$ cat src/rtl/serial_addsub_pkg.sv
// serial_addsub_pkg
//   Shared types and elaboration-time helpers for the serial adder/subtractor.
//   - state_t        : FSM encoding {IDLE, RUN, DONE}, 2 bits
//   - calc_n()       : steps per operation, N = WIDTH/BPC
//   - cnt_w()        : step counter width, clog2(N) with a floor of 1
//   - max_pos()      : 0111..1 for a given WIDTH (low WIDTH bits meaningful)
//   - min_neg()      : 1000..0 for a given WIDTH (low WIDTH bits meaningful)
package serial_addsub_pkg;

  typedef enum logic [1:0] {
    IDLE = 2'd0,
    RUN  = 2'd1,
    DONE = 2'd2
  } state_t;

  function automatic int calc_n(input int width, input int bpc);
    return width / bpc;
  endfunction

  function automatic int cnt_w(input int n);
    return (n <= 2) ? 1 : $clog2(n);
  endfunction

  function automatic logic [63:0] max_pos(input int width);
    logic [63:0] v;
    v = '0;
    for (int i = 0; i < width - 1; i++) v[i] = 1'b1;
    return v;
  endfunction

  function automatic logic [63:0] min_neg(input int width);
    logic [63:0] v;
    v = '0;
    v[width-1] = 1'b1;
    return v;
  endfunction

endpackage

$ cat src/rtl/serial_addsub_full_adder_bit.sv
// full_adder_bit
//   Combinational 1-bit full adder, one link of the ripple chain.
//   Ports: x, y (addend bits), ci (carry in) -> s (sum), co (carry out)
module full_adder_bit (
  input  logic x,
  input  logic y,
  input  logic ci,
  output logic s,
  output logic co
);
  assign s  = x ^ y ^ ci;
  assign co = (x & y) | (ci & (x ^ y));
endmodule

$ cat src/rtl/serial_addsub.sv
// serial_addsub
//   Multi-cycle adder/subtractor: BPC bits per clock, LSBs first, carry held
//   in a register between steps. start/busy/done handshake.
//   Optional macro SERIAL_ADDSUB_SATURATE_EN: saturate result on signed overflow.
//   Ports:
//     clk, rst        clock, asynchronous active-high reset
//     start           request an operation (sampled only in IDLE)
//     sub             0 = a+b, 1 = a-b (captured with start)
//     a, b            WIDTH-bit operands (captured with start)
//     busy            high in RUN and DONE
//     done            one-cycle pulse, result/flags valid
//     result          sum/difference modulo 2^WIDTH
//     cout            carry out of MSB (subtraction: 1 = no borrow)
//     ovf             two's-complement overflow
//     zero            result == 0
module serial_addsub
  import serial_addsub_pkg::*;
#(
  parameter int WIDTH = 8,
  parameter int BPC   = 1
) (
  input  logic             clk,
  input  logic             rst,
  input  logic             start,
  input  logic             sub,
  input  logic [WIDTH-1:0] a,
  input  logic [WIDTH-1:0] b,
  output logic             busy,
  output logic             done,
  output logic [WIDTH-1:0] result,
  output logic             cout,
  output logic             ovf,
  output logic             zero
);

  localparam int N  = calc_n(WIDTH, BPC);
  localparam int CW = cnt_w(N);
  localparam logic [CW-1:0] LAST = CW'(N - 1);

  generate
    if (WIDTH < 2 || (WIDTH % BPC) != 0 || BPC < 1) begin : g_bad_cfg
      $error("serial_addsub: WIDTH must be >= 2 and a multiple of BPC");
    end
  endgenerate

  state_t           r_state;
  logic [WIDTH-1:0] r_opa, r_opb, r_acc;
  logic             r_carry;
  logic [CW-1:0]    r_step;
  logic [WIDTH-1:0] r_result;
  logic             r_cout, r_ovf, r_zero, r_busy, r_done;

  // Ripple chain over the low BPC bits of the shifting operands.
  logic [BPC:0]     w_c;
  logic [BPC-1:0]   w_s;
  logic [WIDTH-1:0] w_acc_nxt;
  logic [WIDTH-1:0] w_res_final;
  logic             w_ovf;

  assign w_c[0] = r_carry;

  genvar gi;
  generate
    for (gi = 0; gi < BPC; gi++) begin : g_chain
      full_adder_bit u_fa (
        .x  (r_opa[gi]),
        .y  (r_opb[gi]),
        .ci (w_c[gi]),
        .s  (w_s[gi]),
        .co (w_c[gi+1])
      );
    end

    // New sum bits enter at the MSB end; after N steps the first chunk has
    // travelled down to bit 0.
    if (BPC == WIDTH) begin : g_acc_full
      assign w_acc_nxt = w_s;
    end else begin : g_acc_shift
      assign w_acc_nxt = {w_s, r_acc[WIDTH-1:BPC]};
    end
  endgenerate

  // On the final step the chain's top link is the operand MSB.
  assign w_ovf = w_c[BPC-1] ^ w_c[BPC];

`ifdef SERIAL_ADDSUB_SATURATE_EN
  localparam logic [63:0] MAX_POS_L = max_pos(WIDTH);
  localparam logic [63:0] MIN_NEG_L = min_neg(WIDTH);
  localparam logic [WIDTH-1:0] MAX_POS = MAX_POS_L[WIDTH-1:0];
  localparam logic [WIDTH-1:0] MIN_NEG = MIN_NEG_L[WIDTH-1:0];

  logic r_amsb;  // sign of captured a picks the saturation direction

  assign w_res_final = w_ovf ? (r_amsb ? MIN_NEG : MAX_POS) : w_acc_nxt;
`else
  assign w_res_final = w_acc_nxt;
`endif

  always_ff @(posedge clk or posedge rst) begin
    if (rst) begin
      r_state  <= IDLE;
      r_opa    <= '0;
      r_opb    <= '0;
      r_acc    <= '0;
      r_carry  <= 1'b0;
      r_step   <= '0;
      r_result <= '0;
      r_cout   <= 1'b0;
      r_ovf    <= 1'b0;
      r_zero   <= 1'b0;
      r_busy   <= 1'b0;
      r_done   <= 1'b0;
`ifdef SERIAL_ADDSUB_SATURATE_EN
      r_amsb   <= 1'b0;
`endif
    end else begin
      case (r_state)
        IDLE: begin
          r_done <= 1'b0;
          if (start) begin
            r_opa   <= a;
            r_opb   <= sub ? ~b : b;  // a-b = a + ~b + 1
            r_carry <= sub;
            r_step  <= '0;
            r_acc   <= '0;
            r_busy  <= 1'b1;
`ifdef SERIAL_ADDSUB_SATURATE_EN
            r_amsb  <= a[WIDTH-1];
`endif
            r_state <= RUN;
          end
        end
        RUN: begin
          r_acc   <= w_acc_nxt;
          r_opa   <= r_opa >> BPC;
          r_opb   <= r_opb >> BPC;
          r_carry <= w_c[BPC];
          r_step  <= r_step + CW'(1);
          if (r_step == LAST) begin
            r_result <= w_res_final;
            r_cout   <= w_c[BPC];
            r_ovf    <= w_ovf;
            r_zero   <= (w_res_final == '0);
            r_done   <= 1'b1;
            r_state  <= DONE;
          end
        end
        DONE: begin
          r_done  <= 1'b0;
          r_busy  <= 1'b0;
          r_state <= IDLE;
        end
        default: begin
          r_done  <= 1'b0;
          r_busy  <= 1'b0;
          r_state <= IDLE;
        end
      endcase
    end
  end

  assign busy   = r_busy;
  assign done   = r_done;
  assign result = r_result;
  assign cout   = r_cout;
  assign ovf    = r_ovf;
  assign zero   = r_zero;

endmodule

$ cat config.mk
export PLATFORM = sky130hd
export DESIGN_NAME = serial_addsub
export DESIGN_NICKNAME = d
export VERILOG_FILES = /design/src/rtl/serial_addsub_pkg.sv /design/src/rtl/serial_addsub_full_adder_bit.sv /design/src/rtl/serial_addsub.sv
export SDC_FILE = /design/constraint.sdc
export NUM_CORES = 1
export LEC_CHECK = 0
export CORE_ASPECT_RATIO = 1.2
export CORE_MARGIN = 2
export CORE_UTILIZATION = 45
export DETAILED_ROUTE_END_ITERATION = 6
export PLACE_DENSITY_LB_ADDON = 0.25
export SKIP_LAST_GASP = 1
export SLEW_MARGIN = 10
export SYNTH_ARGS = -nofsm -noshare
export SYNTH_HDL_FRONTEND = slang
export SYNTH_HIERARCHICAL = 1
export SYNTH_SLANG_ARGS = --single-unit
export TNS_END_PERCENT = 30
$ cat constraint.sdc
create_clock -name clk -period 2.8 [get_ports clk]
set_clock_uncertainty 0.2 [all_clocks]
set_input_delay 0.7 -clock clk [delete_from_list [all_inputs] [get_ports clk]]
set_output_delay 0.7 -clock clk [all_outputs]
set_load 0.02 [all_outputs]
Word level (Yosys, flattened, before mapping)
Index checks and enable logic that the tools add are counted.
{"block": "word_totals", "wordCells": 50, "output_inout_bits": 13, "ff_bits": 43, "in_bits": 20}
{"block": "op_classes", "muxes": 18, "n_addsub": 1, "n_reduce_logical": 7, "eq_ne": 4, "bitwise": 8}
{"operator": "$pmux 8 s2", "n": 3}
{"operator": "$mux 8", "n": 4}
{"operator": "$logic_not 8->1", "n": 1}
{"operator": "$not 8->8", "n": 1}
{"operator": "$reduce_and 2->1", "n": 4}
{"operator": "$pmux 3 s2", "n": 1}
{"operator": "$mux 1", "n": 4}
{"operator": "$mux 2", "n": 2}
{"operator": "$ne 2x2->1 const B", "n": 2}
{"operator": "$pmux 1 s2", "n": 2}
{"operator": "$pmux 2 s2", "n": 1}
{"operator": "$add 3x1->3 const B", "n": 1}
{"operator": "$eq 3x3->1 const B", "n": 1}
{"operator": "$mux 3", "n": 1}
{"operator": "$xor 1x1->1", "n": 3}
{"operator": "$and 1x1->1", "n": 2}
{"operator": "$eq 2x1->1 const B", "n": 1}
{"operator": "$logic_not 2->1", "n": 1}
{"operator": "$reduce_bool 2->1", "n": 1}
{"operator": "$not 1->1", "n": 1}
{"operator": "$or 1x1->1", "n": 1}

Depth between registers and ports, before layout
Gate-level depths: netlist of run 1.
{"block": "logic_depth", "depth_word": 4, "depth_mapped": 6, "depth_no_buf": 5}

Hierarchy
Netlist of run 1, hierarchy kept.
{"mod": "serial_addsub", "seq_area_each_um2": 1051.0, "area_per_inst_um2": 1838.0, "cells_each": 164, "instances": 1}
{"mod": "full_adder_bit", "seq_area_each_um2": 0.0, "area_per_inst_um2": 20.0, "cells_each": 1, "instances": 1}

Least setup slack after synthesis of run 1
OpenSTA, ideal clock, no wires.
{"block": "synth_path", "path_kind": "flip-flop to flip-flop", "from": "reg r_step[0]", "to": "reg r_cout (netlist: cout)", "n_path_buf": 1, "path_stages_with_launch": 6, "period_less_slack_ns": 1.800, "setup_ns": 0.125, "path_slack_ns": 1.000, "arrival_time_ns": 1.476, "required_ns": 2.475, "cell_sequence": "dfrtp_1 -> ha_1 -> ha_1 -> nand3b_1 -> buf_2 -> mux2_2"}
{"block": "synth_between", "elab_chain_cells": 2}
{"element": "start: declaration", "line": "serial_addsub.sv:49", "text": "logic [CW-1:0] r_step;"}
{"element": "start signal: assignment", "line": "serial_addsub.sv:138", "text": "r_step <= r_step + CW'(1);"}
{"element": "$eq 3x3->1", "line": "serial_addsub.sv:139", "text": "if (r_step == LAST) begin"}
{"element": "$reduce_and 2->1 (no line)"}
{"element": "end signal: assignment", "line": "serial_addsub.sv:141", "text": "r_cout <= w_c[BPC];"}
{"element": "end: declaration", "line": "serial_addsub.sv:51", "text": "logic r_cout, r_ovf, r_zero, r_busy, r_done;"}
No other way between the ends.
A chain may end at the register's enable or synchronous reset.

Worst setup path in the final report of run 1
{"block": "layout_path", "from": "in start", "to": "reg r_opb[2]"}
{"block": "layout_between", "elab_chain_cells": 2}
{"element": "start: declaration", "line": "serial_addsub.sv:24", "text": "input logic start,"}
{"element": "$ne 2x2->1 (no line)"}
{"element": "$reduce_and 2->1 (no line)"}
{"element": "end signal: assignment", "line": "serial_addsub.sv:122", "text": "r_opb <= sub ? ~b : b;"}
{"element": "end signal: assignment", "line": "serial_addsub.sv:136", "text": "r_opb <= r_opb >> BPC;"}
{"element": "end: declaration", "line": "serial_addsub.sv:47", "text": "logic [WIDTH-1:0] r_opa, r_opb, r_acc;"}
No other way between the ends.

==> results_dict.tcl, run 1 <==
set metrics [dict create \
    outcome "completed" \
    num_io_pins 33 \
    p_sw_share_pct 35.3 \
    area_growth_pct 24.3 \
    cts_root_buf "clkbuf_8" \
    grt_pass1_wl_microns 6530 \
    cts_tree "yes" \
    multi_input_area_sq_um 746 \
    design.die.area_sq_mm 0.00466 \
    avgRoutedWirePerCell_microns 14.8 \
    antenna_found_initial 0 \
    clockBufferDepth 2 \
    clk_latency_ns 0.29 \
    fmax_ghz 0.462 \
    drtIter0Drc 67 \
    grt_pass1_vias 1426 \
    viasPerCell 5.49 \
    fin_crit_ns 2.17 \
    p_sw_uw 808 \
    hold_path_end "r_opa[3]$_DFFE_PP0P_" \
    cp-end-kind "flop" \
    reg2regPathDepth 2 \
    synth_fp_nets 188 \
    dp_hpwl_microns 2570 \
    routed_wl_microns 3720 \
    synth_seq_cells 42 \
    setup_viol 0 \
    fin_setup_tns_ns 0 \
    syn-mean-instance-area_sq_um 11.3 \
    rsz0062_at_grt "false" \
    grt_max_degree 43 \
    place_congestion 0.755 \
    htree_levels 2 \
    fin_nets 221 \
    fin_util_pct 58.6 \
    p_int_uw 1480 \
    slew_headroom_pct 51.5 \
    startpoint_type "primary input" \
    hold_buffers 0 \
    port_buffers 32 \
    ant_nets 0 \
    r2r-end "result[5]$_DFFE_PP0P_" \
    crit_type "primary input to flop" \
    ys_seq_area_share_pct 56.6 \
    overflow 0 \
    seqCellArea_sq_mm 0.00105 \
    vias 1384 \
    cp.arrival_ns 2.17 \
    pwr-share-comb_pct 38.5 \
    p_per_area_mw_per_mm2 991 \
    fill_cells 349 \
    p_seq_share_pct 45.8 \
    whs_path_depth 2 \
    postCtsResizedCells 0 \
    path_clk_slew_ns 0.07 \
    synth_cell_types 25 \
    r2r_start "r_state[0]$_DFFE_PP0P_" \
    cts_buffers 5 \
    fin_crit_sh_pct 77.3 \
    r2r_slack_ns 0.73 \
    track_usage_pct 18.1 \
    crit_required_ns 2.81 \
    drc_errors 0 \
    firstDrtPassIters 4 \
    hp-class "flop to flop" \
    die_y_microns 74.4 \
    post-cts-setup-buffer-count 0 \
    cap_viol_max_count 0 \
    hold_violations 0 \
    start_util_pct 47.1 \
    syn-cell-area_sq_mm 0.00186 \
    core_sq_mm 0.00394 \
    diodes 0 \
    syn_inst 165 \
    cts.sinks 42 \
    ys_warn_count 6 \
    drive_above_1_share_pct 10.1 \
    hp-start "r_opa[3]$_DFFE_PP0P_" \
    slew_violations 0 \
    pwr-share-clk_pct 15.7 \
    chipWidth_microns 62.7 \
    row_count 25 \
    ir_drop_mv 0.430 \
    worst_pin_slew_ns 0.726 \
    leakage_uw 0.00101 \
    crit_start "start" \
    worst-path-max-fanout 13 \
]
[sequential cells by signal (all words and copies together) (netlist names)]
register and count:
r_opa 8, r_carry 1, r_acc 7, r_step 3, r_opb 8, done 1
result 8, ovf 1, cout 1, zero 1, busy 1, r_state 2
[per-stage QoR]
| step | worst slack, ns | std cells | power, uW | hold slack (ns) | area, sq um |
|---|---|---|---|---|---|
| finish | 0.635 | 252 | 2290 | 0.288 | 2310 |
| global route | 0.484 | 252 | 2470 | 0.317 | 2310 |
| global placement | 0.390 | 245 | 1910 | 0.258 | 2230 |
| detailed placement | 0.309 | 245 | 1960 | 0.273 | 2230 |
| CTS | 0.611 | 252 | 2320 | 0.290 | 2310 |
| floorplan | 0.926 | 165 | 1610 | 0.242 | 1860 |
[metal layers]
layer	global-route usage [%]	part of all wire, %
met5	0	0
met4	7.65	1.6
met1	21.1	41
met3	4.24	3.9
met2	32.6	54
[worst max path at each step]
stage / to / slack (ns)
floorplan: busy$_DFFE_PP0P_ / 0.93
global placement: r_opb[3]$_DFFE_PP0P_ / 0.39
detailed placement: r_opb[4]$_DFFE_PP0P_ / 0.31
CTS: busy / 0.61
global route: r_opa[0]$_DFFE_PP0P_ / 0.48
finish: r_opb[2]$_DFFE_PP0P_ / 0.63
[critical path, cell delays in order]
cell and delay, ns:
clkdlybuf4s50_1 0.42, o21bai_1 0.59, buf_4 0.31, nand2_1 0.08
o221ai_1 0.06
[Yosys cell counts]
cell type,instances,area (sq um)
o21ai_0,12,60.1
nor4_1,2,12.5
a21oi_1,7,35.0
xor2_1,1,8.76
buf_2,7,35.0
ha_1,2,25.0
inv_1,3,11.3
a31oi_1,5,31.3
nand2_1,22,82.6
a221o_1,1,10.0
a22oi_1,3,22.5
o221ai_1,6,52.6
mux2_2,10,113
a22o_1,9,78.8
nand3b_1,1,7.51
o21bai_1,1,7.51
clkbuf_1,4,15.0
and2_1,5,31.3
dfrtp_1,42,1050
o21a_1,1,7.51
or3b_1,1,8.76
nor2b_1,8,50.1
fa_1,1,20.0
xnor2_1,8,70.1
nor2_1,3,11.3
[power groups by stage]
| stage | clock (uW) | sequential, uW | combinational, uW |
|---|---|---|---|
| 3_3_place_gp | 0 | 1050 | 859 |
| 4_1_cts | 373 | 1050 | 898 |
| 2_1_floorplan | 0 | 1070 | 540 |
| 5_1_grt | 402 | 1090 | 978 |
| 6_report | 359 | 1050 | 882 |
| 3_5_place_dp | 0 | 1060 | 897 |
[kinds of logic (layout without fill, tap and decap cells)]
logic type / Yosys count / after routing / synth area share [%]
multiplexers: 10 / 10 / 6.06
buffers and inverters: 14 / 47 / 3.30
adder cells (fa/ha/maj): 3 / 3 / 2.42
flip-flops: 42 / 42 / 56.6
XOR/XNOR: 9 / 9 / 4.24
AO/OA/AOI/OAI: 45 / 45 / 16.4
AND/OR/NAND/NOR: 42 / 42 / 11.0
[cell type report]
cell class | instances | area share [%]
Sequential cell | 42 | 45.5
Inverter | 3 | 0.488
Timing Repair Buffer | 37 | 15.5
Tap cell | 54 | 2.93
Multi-Input combinational cell | 109 | 32.3
Clock buffer | 7 | 3.30
[layout by cell type (no fill, tap or decap), types with 2 or more instances in the layout]
| cell | instances |
|---|---|
| nor2b_1 | 8 |
| a21oi_1 | 7 |
| o221ai_1 | 6 |
| inv_1 | 3 |
| dfrtp_1 | 42 |
| buf_4 | 5 |
| ha_1 | 2 |
| nor2_1 | 3 |
| clkdlybuf4s50_1 | 32 |
| mux2_2 | 10 |
| clkbuf_1 | 2 |
| nor4_1 | 2 |
| xnor2_1 | 8 |
| a31oi_1 | 5 |
| a22oi_1 | 3 |
| nand2_1 | 22 |
| and2_1 | 5 |
| a22o_1 | 9 |
| o21ai_0 | 12 |
| clkbuf_8 | 5 |
Power figures use the tool's default switching activity.
==> run 2, diff against run 1 <==
==> constraint.sdc (replaced) <==
create_clock -name clk -period 1.9 [get_ports clk]
set_clock_uncertainty 0.2 [all_clocks]
set_input_delay 0.475 -clock clk [delete_from_list [all_inputs] [get_ports clk]]
set_output_delay 0.475 -clock clk [all_outputs]
set_load 0.02 [all_outputs]
==> run 2 against run 1 <==
Compared with the run above: critical path type is now flop to primary output; highest routed layer unchanged; largest cell class unchanged; sequential share of layout area fell by 1.8 points; the run now ends with setup timing left; final cell count grew 3.6%; power up 50%; clock-buffer cell count stayed put; largest power group unchanged.
==> results_dict.tcl, run 2 (synthesized netlist as in run 1, its figures left out) <==
set metrics [dict create \
    outcome "complete, but fails checks" \
    violations "setup timing" \
    fin_nets 230 \
    fin_setup_tns_ns -0.0309 \
    startpoint_type "flop" \
    drtIter0Drc 39 \
    cp_slowest_cell "clkdlybuf4s50_1" \
    r2r_slack_ns 0.17 \
    num_io_pins 33 \
    grt_pass1_vias 1395 \
    ant_nets 0 \
    worst_pin_slew_ns 0.354 \
    fin_util_pct 61.0 \
    slew_headroom_pct 76.4 \
    vias 1407 \
    grt_max_degree 43 \
    diodes 0 \
    clk_latency_ns 0.29 \
    track_usage_pct 17.9 \
    cts_root_buf "clkbuf_8" \
    max_stage_delay_ns 0.60 \
    met3_length_microns 183 \
    antenna_found_initial 0 \
    p_per_area_mw_per_mm2 1430 \
    reg2regPathDepth 4 \
    dp_hpwl_microns 2650 \
    start_util_pct 47.1 \
    crit_type "flop to primary output" \
    cts_tree "yes" \
    grt_pass1_wl_microns 6470 \
    p_total_uw 3430 \
    hp-start "zero$_DFFE_PP0P_" \
    routed_wl_microns 3740 \
    wl_met2_microns 1890 \
    cts_buffers 5 \
    overflow 0 \
    met1_length_microns 1610 \
    setup_ws_ns -0.0121 \
    design.die.area_sq_mm 0.00466 \
    clockBufferDepth 2 \
    cp.arrival_ns 1.24 \
    hold_violations 0 \
    crit_chain "clkdlybuf4s50_1" \
    cts.sinks 42 \
    r2r_start "r_opb[0]$_DFFE_PP0P_" \
    slew_violations 0 \
    cap_viol_max_count 0 \
    drive_above_1_share_pct 14.0 \
    cp_num_buf_inv 1 \
    leakage_uw 0.00111 \
    rsz0062_at_grt "true" \
    final_common_cell "dfrtp_1" \
    chipWidth_microns 62.7 \
    drc_errors 0 \
    fin_crit_sh_pct 101 \
    fmax_ghz 0.523 \
    die_y_microns 74.4 \
    avgRoutedWirePerCell_microns 14.3 \
    fin_crit_ns 1.91 \
    path_clk_slew_ns 0.07 \
    whs_path_depth 2 \
    ir_drop_mv 0.600 \
    hold_buffers 0 \
    firstDrtPassIters 5 \
    htree_levels 2 \
    row_count 25 \
    core_sq_mm 0.00394 \
    place_congestion 0.768 \
    hp-class "flop to flop" \
    hold_path_end "zero$_DFFE_PP0P_" \
    final_cells 261 \
    cp-end-kind "primary output" \
    dp_slack_ns -0.104 \
    r2r-end "zero$_DFFE_PP0P_" \
    path_delay_family "buffers and inverters" \
    area_growth_pct 29.5 \
    viasPerCell 5.39 \
    placed_cells 254 \
    final_cell_mix "dfrtp_1, clkdlybuf4s50_1, nand2_1, o21ai_0, buf_4" \
    top_layer_used "met4" \
    worst-path-max-fanout 2 \
    setup_viol 4 \
    crit_required_ns 1.22 \
    port_buffers 32 \
]
==> run 2: layout make-up <==
| class | instances | area [sq um] |
|---|---|---|
| Fill cell | 344 | 1540 |
| Sequential cell | 42 | 1050 |
| Multi-Input combinational cell | 109 | 746 |
| Timing Repair Buffer | 46 | 454 |
| Clock buffer | 7 | 76.3 |
| Tap cell | 54 | 67.6 |
| Inverter | 3 | 11.3 |
==> run 2: stage by stage <==
stage	instance area, sq um	hold WS, ns
final	2410	0.288
after global routing	2410	0.328
after CTS	2400	0.294
after detailed placement	2330	0.277
after global placement	2330	0.254
after floorplan	1860	0.242
==> run 2: how the worst max path moves through the flow <==
stage | from | endpoint | slack, ns | cells after the start
6_report | cout$_DFFE_PP0P_ | cout | -0.01 | 1
5_1_grt | result[5]$_DFFE_PP0P_ | result[5] | -0.06 | 1
4_1_cts | result[0]$_DFFE_PP0P_ | result[0] | -0.03 | 1
3_5_place_dp | start | r_opb[2]$_DFFE_PP0P_ | -0.10 | 3
3_3_place_gp | start | r_opb[6]$_DFFE_PP0P_ | -0.04 | 4
2_1_floorplan | r_step[0]$_DFFE_PP0P_ | cout$_DFFE_PP0P_ | 0.1 | 5
==> run 2: report_power, final <==
group / internal (uW) / total [uW] / leakage, uW / switching, uW
Sequential: 1250 / 1520 / 0.000545 / 268
Clock: 253 / 534 / 0.0000383 / 281
Combinational: 722 / 1380 / 0.000531 / 654
Total: 2230 / 3430 / 0.00111 / 1200
==> run 2: metal layers <==
layer / up-vias / track usage, %
li1: 667 / -
met1: 690 / 20.7
met2: 42 / 33.0
met3: 8 / 4.24
met4: 0 / 6.42
met5: - / 0
==> run 2: worst reg2reg max path: cells and delay by family, from the launching register on <==
kind / cells / cell delay [ns]
AO/OA/AOI/OAI: 1 / 0.16
flip-flops: 1 / 0.41
AND/OR/NAND/NOR: 2 / 0.35
adder cells (fa/ha/maj): 1 / 0.54
==> run 2: repair_timing <==
action | CTS | global route
endpoints found under the setup margin | 13 | 10
endpoints found under the hold margin | 0 | 0
gates cloned | 0 | 0
pin swaps | 0 | 0
setup buffers | 0 | 0
gates resized for setup | 3 | 3
